==> config.mk <==
export PLATFORM = sky130hd
export DESIGN_NAME = dm_arbiter_flat
export DESIGN_NICKNAME = d
export VERILOG_FILES = /design/src/rtl/dm_arbiter_if.sv /design/src/rtl/dm_arbiter.sv /design/src/flat_wrapper.sv
export SDC_FILE = /design/constraint.sdc
export NUM_CORES = 1
export LEC_CHECK = 0
export ABC_CLOCK_PERIOD_IN_PS = 6000
export CORE_AREA = 3 3 127 129
export CTS_CLUSTER_DIAMETER = 50
export DETAILED_ROUTE_END_ITERATION = 6
export DIE_AREA = 0 0 130 132
export GPL_ROUTABILITY_DRIVEN = 0
export PLACE_DENSITY = 0.67
export SLEW_MARGIN = 20
export SYNTH_ARGS = -nofsm -noshare
export SYNTH_HDL_FRONTEND = slang
export SYNTH_SLANG_ARGS = --single-unit
export TNS_END_PERCENT = 5
==> constraint.sdc <==
create_clock -name clk -period 6 [get_ports clk]
set_input_delay 1.8 -clock clk [delete_from_list [all_inputs] [get_ports clk]]
set_output_delay 1.8 -clock clk [all_outputs]
set_load 0.01 [all_outputs]
==> src/rtl/dm_arbiter_if.sv <==
// Bundle of requester, clear-control and memory-port signals around the
// data-memory arbiter. slave = arbiter side; master = requesters plus memory.
interface dm_arbiter_if #(
  parameter int AW = 10,
  parameter int DW = 32
);
  logic          clr_req;
  logic          clr_busy;

  logic          r0_req;
  logic          r0_we;
  logic [AW-1:0] r0_addr;
  logic [DW-1:0] r0_wdata;
  logic [31:0]   r0_pc;
  logic          r0_gnt;
  logic          r0_rvalid;
  logic [DW-1:0] r0_rdata;

  logic          r1_req;
  logic          r1_we;
  logic [AW-1:0] r1_addr;
  logic [DW-1:0] r1_wdata;
  logic [31:0]   r1_pc;
  logic          r1_gnt;
  logic          r1_rvalid;
  logic [DW-1:0] r1_rdata;

  logic          m_we;
  logic          m_re;
  logic [AW-1:0] m_addr;
  logic [DW-1:0] m_wdata;
  logic [31:0]   m_pc;
  logic [DW-1:0] m_rdata;

  modport slave (
    input  clr_req,
    output clr_busy,
    input  r0_req, r0_we, r0_addr, r0_wdata, r0_pc,
    output r0_gnt, r0_rvalid, r0_rdata,
    input  r1_req, r1_we, r1_addr, r1_wdata, r1_pc,
    output r1_gnt, r1_rvalid, r1_rdata,
    output m_we, m_re, m_addr, m_wdata, m_pc,
    input  m_rdata
  );

  modport master (
    output clr_req,
    input  clr_busy,
    output r0_req, r0_we, r0_addr, r0_wdata, r0_pc,
    input  r0_gnt, r0_rvalid, r0_rdata,
    output r1_req, r1_we, r1_addr, r1_wdata, r1_pc,
    input  r1_gnt, r1_rvalid, r1_rdata,
    input  m_we, m_re, m_addr, m_wdata, m_pc,
    output m_rdata
  );
endinterface

==> src/rtl/dm_arbiter.sv <==
// Two-port round-robin arbiter for the single-port data memory, with a
// registered read return and a one-word-per-cycle hardware clear sweep.
module dm_arbiter #(
  parameter int AW    = 10,
  parameter int DW    = 32,
  parameter int DEPTH = 1024
) (
  input  logic         clk,
  input  logic         clr_n,
  dm_arbiter_if.slave  bus
);

  typedef enum logic [0:0] {
    S_IDLE  = 1'b0,
    S_CLEAR = 1'b1
  } state_e;

  localparam logic [AW-1:0] LAST_ADDR = AW'(DEPTH - 1);

  state_e        state_q, state_d;
  logic          last_q, last_d;
  logic [AW-1:0] cnt_q, cnt_d;
  logic          busy_q, busy_d;
  logic          rvalid0_q, rvalid0_d;
  logic          rvalid1_q, rvalid1_d;
  logic [DW-1:0] rdata0_q, rdata0_d;
  logic [DW-1:0] rdata1_q, rdata1_d;

  logic          gnt0, gnt1;
  logic          m_we, m_re;
  logic [AW-1:0] m_addr;
  logic [DW-1:0] m_wdata;
  logic [31:0]   m_pc;

  // Arbitration, clear sweep sequencing and read-return next state
  always_comb begin
    state_d = state_q;
    last_d  = last_q;
    cnt_d   = cnt_q;
    gnt0    = 1'b0;
    gnt1    = 1'b0;
    m_we    = 1'b0;
    m_re    = 1'b0;
    m_addr  = '0;
    m_wdata = '0;
    m_pc    = 32'h0000_0000;

    case (state_q)
      S_IDLE: begin
        // r0 wins unless r1 is also asking and r0 was the last one served
        if (clr_n && bus.r0_req && (!bus.r1_req || last_q)) begin
          gnt0 = 1'b1;
        end else if (clr_n && bus.r1_req) begin
          gnt1 = 1'b1;
        end else begin
          gnt0 = 1'b0;
          gnt1 = 1'b0;
        end

        if (gnt0) begin
          m_we    = bus.r0_we;
          m_re    = ~bus.r0_we;
          m_addr  = bus.r0_addr;
          m_wdata = bus.r0_wdata;
          m_pc    = bus.r0_pc;
          last_d  = 1'b0;
        end else if (gnt1) begin
          m_we    = bus.r1_we;
          m_re    = ~bus.r1_we;
          m_addr  = bus.r1_addr;
          m_wdata = bus.r1_wdata;
          m_pc    = bus.r1_pc;
          last_d  = 1'b1;
        end else begin
          last_d  = last_q;
        end

        cnt_d   = '0;
        state_d = bus.clr_req ? S_CLEAR : S_IDLE;
      end
      S_CLEAR: begin
        m_we   = clr_n;
        m_addr = cnt_q;
        if (cnt_q == LAST_ADDR) begin
          cnt_d   = '0;
          state_d = S_IDLE;
        end else begin
          cnt_d   = cnt_q + AW'(1);
          state_d = S_CLEAR;
        end
      end
      default: begin
        cnt_d   = '0;
        state_d = S_IDLE;
      end
    endcase

    busy_d    = (state_d == S_CLEAR);
    rvalid0_d = gnt0 & ~bus.r0_we;
    rvalid1_d = gnt1 & ~bus.r1_we;
    rdata0_d  = rvalid0_d ? bus.m_rdata : rdata0_q;
    rdata1_d  = rvalid1_d ? bus.m_rdata : rdata1_q;
  end

  // State, sweep counter and read-return registers
  always_ff @(posedge clk or negedge clr_n) begin
    if (!clr_n) begin
      state_q   <= S_IDLE;
      last_q    <= 1'b1;
      cnt_q     <= '0;
      busy_q    <= 1'b0;
      rvalid0_q <= 1'b0;
      rvalid1_q <= 1'b0;
      rdata0_q  <= '0;
      rdata1_q  <= '0;
    end else begin
      state_q   <= state_d;
      last_q    <= last_d;
      cnt_q     <= cnt_d;
      busy_q    <= busy_d;
      rvalid0_q <= rvalid0_d;
      rvalid1_q <= rvalid1_d;
      rdata0_q  <= rdata0_d;
      rdata1_q  <= rdata1_d;
    end
  end

  assign bus.clr_busy  = busy_q;
  assign bus.r0_gnt    = gnt0;
  assign bus.r1_gnt    = gnt1;
  assign bus.r0_rvalid = rvalid0_q;
  assign bus.r1_rvalid = rvalid1_q;
  assign bus.r0_rdata  = rdata0_q;
  assign bus.r1_rdata  = rdata1_q;
  assign bus.m_we      = m_we;
  assign bus.m_re      = m_re;
  assign bus.m_addr    = m_addr;
  assign bus.m_wdata   = m_wdata;
  assign bus.m_pc      = m_pc;

endmodule

==> src/flat_wrapper.sv <==
// flat-port wrapper written by rule: the top's interface ports become plain ports
module dm_arbiter_flat 
#(
  parameter int AW    = 10,
  parameter int DW    = 32,
  parameter int DEPTH = 1024
)
  (clk, clr_n, bus_clr_req, bus_clr_busy, bus_r0_req, bus_r0_we, bus_r0_addr, bus_r0_wdata, bus_r0_pc, bus_r0_gnt, bus_r0_rvalid, bus_r0_rdata, bus_r1_req, bus_r1_we, bus_r1_addr, bus_r1_wdata, bus_r1_pc, bus_r1_gnt, bus_r1_rvalid, bus_r1_rdata, bus_m_we, bus_m_re, bus_m_addr, bus_m_wdata, bus_m_pc, bus_m_rdata);
  dm_arbiter_if #(.AW(AW), .DW(DW)) bus_i ();
  input  logic clk;
  input  logic clr_n;
  input wire logic [$bits(bus_i.clr_req)-1:0] bus_clr_req;
  output wire logic [$bits(bus_i.clr_busy)-1:0] bus_clr_busy;
  input wire logic [$bits(bus_i.r0_req)-1:0] bus_r0_req;
  input wire logic [$bits(bus_i.r0_we)-1:0] bus_r0_we;
  input wire logic [$bits(bus_i.r0_addr)-1:0] bus_r0_addr;
  input wire logic [$bits(bus_i.r0_wdata)-1:0] bus_r0_wdata;
  input wire logic [$bits(bus_i.r0_pc)-1:0] bus_r0_pc;
  output wire logic [$bits(bus_i.r0_gnt)-1:0] bus_r0_gnt;
  output wire logic [$bits(bus_i.r0_rvalid)-1:0] bus_r0_rvalid;
  output wire logic [$bits(bus_i.r0_rdata)-1:0] bus_r0_rdata;
  input wire logic [$bits(bus_i.r1_req)-1:0] bus_r1_req;
  input wire logic [$bits(bus_i.r1_we)-1:0] bus_r1_we;
  input wire logic [$bits(bus_i.r1_addr)-1:0] bus_r1_addr;
  input wire logic [$bits(bus_i.r1_wdata)-1:0] bus_r1_wdata;
  input wire logic [$bits(bus_i.r1_pc)-1:0] bus_r1_pc;
  output wire logic [$bits(bus_i.r1_gnt)-1:0] bus_r1_gnt;
  output wire logic [$bits(bus_i.r1_rvalid)-1:0] bus_r1_rvalid;
  output wire logic [$bits(bus_i.r1_rdata)-1:0] bus_r1_rdata;
  output wire logic [$bits(bus_i.m_we)-1:0] bus_m_we;
  output wire logic [$bits(bus_i.m_re)-1:0] bus_m_re;
  output wire logic [$bits(bus_i.m_addr)-1:0] bus_m_addr;
  output wire logic [$bits(bus_i.m_wdata)-1:0] bus_m_wdata;
  output wire logic [$bits(bus_i.m_pc)-1:0] bus_m_pc;
  input wire logic [$bits(bus_i.m_rdata)-1:0] bus_m_rdata;
  assign bus_i.clr_req = bus_clr_req;
  assign bus_clr_busy = bus_i.clr_busy;
  assign bus_i.r0_req = bus_r0_req;
  assign bus_i.r0_we = bus_r0_we;
  assign bus_i.r0_addr = bus_r0_addr;
  assign bus_i.r0_wdata = bus_r0_wdata;
  assign bus_i.r0_pc = bus_r0_pc;
  assign bus_r0_gnt = bus_i.r0_gnt;
  assign bus_r0_rvalid = bus_i.r0_rvalid;
  assign bus_r0_rdata = bus_i.r0_rdata;
  assign bus_i.r1_req = bus_r1_req;
  assign bus_i.r1_we = bus_r1_we;
  assign bus_i.r1_addr = bus_r1_addr;
  assign bus_i.r1_wdata = bus_r1_wdata;
  assign bus_i.r1_pc = bus_r1_pc;
  assign bus_r1_gnt = bus_i.r1_gnt;
  assign bus_r1_rvalid = bus_i.r1_rvalid;
  assign bus_r1_rdata = bus_i.r1_rdata;
  assign bus_m_we = bus_i.m_we;
  assign bus_m_re = bus_i.m_re;
  assign bus_m_addr = bus_i.m_addr;
  assign bus_m_wdata = bus_i.m_wdata;
  assign bus_m_pc = bus_i.m_pc;
  assign bus_i.m_rdata = bus_m_rdata;
  dm_arbiter #(.AW(AW), .DW(DW), .DEPTH(DEPTH)) u_core (.clk(clk), .clr_n(clr_n), .bus(bus_i));
endmodule
==> impl_metrics.csv <==
group,metric,value,unit
run_status,status,"finished clean",
sta,fmax,0.176,GHz
global_route,antenna_found_initial,7,
clock_tree,postCtsHoldBufs,0,
global_route,track_usage,21.6,%
routing,wl_met1,7.09,mm
global_route,grt_max_degree,76,
clock_tree,htreeDepth,3,
global_route,grt_pass1_wl,27.2,mm
sta,setup_tns,0,ns
sta,period_minus_slack,5.67,ns
routing,wl,19.2,mm
synth,synth_compound_area_share,19.3,%
sta,clock-skew-final,0.00671,ns
worst_hold_path,worstHoldPathCells,1,
synth,yosysSeqAreaShare,49.9,%
setup_path,slowest_stage,"clkdlybuf4s50_1",
clock_tree,cts_tree,"yes",
setup_path,crit_buf_inv,3,
worst_hold_path,holdPathEnd,"u_core.bus.r0_rdata[13]",
clock_tree,path_clk_slew,0.06,ns
setup_path,r2r_start,"u_core.state_q",
placement,detailed_place_hpwl,15.9,mm
floorplanning,initial_core_util,25.8,%
power_and_ir_drop,leakagePower,0.00322,uW
job,cap_violations,0,
cells_and_area,mostFrequentLayoutCell,"clkdlybuf4s50_1",
routing,drt-initial-drc-count,250,
synth,synth.net_count,494,
synth,synthMuxAreaShare,18.7,%
floorplanning,die-height,132,um
floorplanning,die_w,130,um
cells_and_area,nets,819,
placement,place_area,7390,um^2
routing,drt.antenna.violating_nets,0,
floorplanning,rows,45,
routing,dr.max_layer_used,"met4",
power_and_ir_drop,internal-power,1000,uW
setup_path,worstSetupPathType,"in2out",
setup_path,worstRegToRegCells,4,
synth,netlist_instances,306,
sta,rsz0062_at_grt,"no",
synth,synth_flop_cell,"dfrtp_1",
synth,synth_area,3910,um^2
synth,synth_edf_count,0,
placement,port_buffers,331,
routing,wl_per_cell,23.1,um
cells_and_area,layout_common_cells,"330 x clkdlybuf4s50_1, 77 x dfrtp_1, 64 x a22o_1, 60 x mux2_2",
setup_path,cp_slowest_stage_delay,0.50,ns
power_and_ir_drop,peakVddDrop,0.000218,V
routing,vias,4037,
clock_tree,clk_path_buf_depth,2,
worst_hold_path,hp-class,"reg2reg",
floorplanning,core_area,15100,um^2
clock_tree,post_cts_buffers,0,
sta,relSlewSlack,42.8,%
clock_tree,cts-root-buf,"clkbuf_16",
synth,synthDominantCellAreaShare,49.2,%
routing,drt-pass1-iter-count,4,
clock_tree,clk_latency,0.34,ns
power_and_ir_drop,p_sw_share,22.0,%
setup_path,cp.arrival,3.87,ns
global_route,grt_pass1_vias,4266,
setup_path,endpoint_kind,"primary output",
sta,layout_worst_path_cycle_share,94.5,%
power_and_ir_drop,p_sw,282,uW
synth,synthXorXnorAreaFrac,0.671,%
cells_and_area,design_area,7710,um^2
setup_path,required,4.20,ns
power_and_ir_drop,p_seq_share,42.1,%
floorplanning,dieArea,17200,um^2
power_and_ir_drop,combPwrFrac,14.3,%
power_and_ir_drop,power-per-cell-area,166,nW/um^2
synth,ys_types,38,
setup_path,path_delay_family,"buffers and inverters",
placement,post-place-cells,808,
routing,met2_length,10.1,mm
setup_path,crit_chain,"clkdlybuf4s50_1, nor2b_1, nor3_4, buf_12, a221o_1, clkdlybuf4s50_1",
setup_path,cp_max_fo,60,
routing,drc,0,
synth,yosys_warnings,0,
synth,async_flop_share,100,%
floorplanning,ios,332,
setup_path,worst-r2r-setup-slack,3.98,ns
sta,finalSetupViolations,0,
cells_and_area,area_growth,97.1,%
sta,slew_violations,0,
power_and_ir_drop,p_clk_share,43.5,%
routing,vias_per_cell,4.86,
global_route,gr-total-overflow,0,
synth,synth_top_family_by_area,"compound AO/OA/AOI/OAI gates",
synth,ys_top_cells_by_area,"dfrtp_1 49%, mux2_2 17%, a22o_1 14%",
setup_path,rr_endpoint,"u_core.bus.r1_rdata[21]",
cells_and_area,drive_gt1_share,14.2,%
synth,syn_avg_cell_area,12.8,um^2
cells_and_area,num-fill-cells,1311,
synth,synth_seq_cells,78,
sta,worst_pin_slew,0.858,ns
synth,synthSimpleGateAreaFrac,6.65,%
synth,synth-adder-area-share,0.320,%
sta,final-hold-violation-count,0,
clock_tree,cts_sinks,78,
clock_tree,cts_buffers,9,
worst_hold_path,min_from,"u_core.bus.r0_rdata[13]",
setup_path,start_kind,"input pin",
setup_path,cpMostUsedCell,"clkdlybuf4s50_1",
power_and_ir_drop,total_power,1280,uW
synth,yosysTopAreaCell,"dfrtp_1",
routing,wl_met3,1.63,mm
clock_tree,cts_resized,0,
cells_and_area,fin_cells,831,
[metal layers]
layer / GRT usage, % / vias up
met5: 0 / -
met1: 24.3 / 1972
li1: - / 1841
met2: 38.6 / 204
met4: 8.26 / 0
met3: 5.67 / 20
[power groups by stage]
stage	logic [uW]	clock network, uW	registers, uW
2_1_floorplan	12.3	0	554
3_3_place_gp	182	0	549
3_5_place_dp	184	0	550
4_1_cts	185	576	540
5_1_grt	194	601	541
6_report	184	558	540
[registers in the layout, summed over array words and instances, names as in the netlist]
name / flops
u_core.last_q: 1
u_core.bus.r0_rvalid: 1
u_core.bus.r1_rvalid: 1
u_core.bus.r1_rdata: 32
u_core.bus.r0_rdata: 32
u_core.cnt_q: 10
u_core.state_q: 1
[logic make-up (layout without fill, tap and decap cells)]
family | after synthesis | count (layout)
fa+ha+maj | 1 | 1
simple gates | 42 | 42
xor+xnor | 3 | 3
flops | 78 | 78
other cells | 0 | 7
compound gates | 89 | 89
buf+inv | 28 | 358
mux | 65 | 65
[cell type report]
cell class                 count  area (um^2)  area share [%]
timing repair buffer         337         3380            43.8
sequential                    78         1950            25.3
multi-input combinational    200         1800            23.4
clock buffer                  10          239            3.10
tap                          188          235            3.05
clock inverter                 6         67.6           0.876
inverter                       5         18.8           0.243
antenna                        7         17.5           0.227
[stage by stage]
stage | worst slack, ns | util (%) | hold slack [ns]
3_5_place_dp | 0.353 | 48.8 | 0.476
5_1_grt | 0.266 | 50.9 | 0.512
6_report | 0.332 | 50.9 | 0.487
4_1_cts | 0.354 | 50.8 | 0.489
3_3_place_gp | 0.391 | 48.8 | 0.468
2_1_floorplan | 1.41 | - | 0.447
[cells in the mapped netlist, types with 4 or more instances]
master	number
and2_1	10
buf_6	6
o21ai_0	5
nor2_1	8
a22o_1	64
nand2_1	6
inv_1	5
clkbuf_1	4
nand3_1	4
mux2_2	60
dfrtp_1	77
mux2_1	5
buf_2	9
a221o_1	10
[how the worst max path moves through the flow]
stage | start | endpoint | depth (start not counted) | slack, ns
6_report | bus_r1_req | bus_m_addr[8] | 6 | 0.33
5_1_grt | bus_r0_req | bus_m_pc[5] | 6 | 0.27
4_1_cts | bus_r1_req | bus_m_addr[3] | 6 | 0.35
3_5_place_dp | bus_r1_req | bus_m_addr[3] | 6 | 0.35
3_3_place_gp | bus_r1_req | bus_m_addr[4] | 6 | 0.39
2_1_floorplan | bus_r1_req | bus_m_wdata[13] | 5 | 1.41
(Power assumes the default switching activity.)
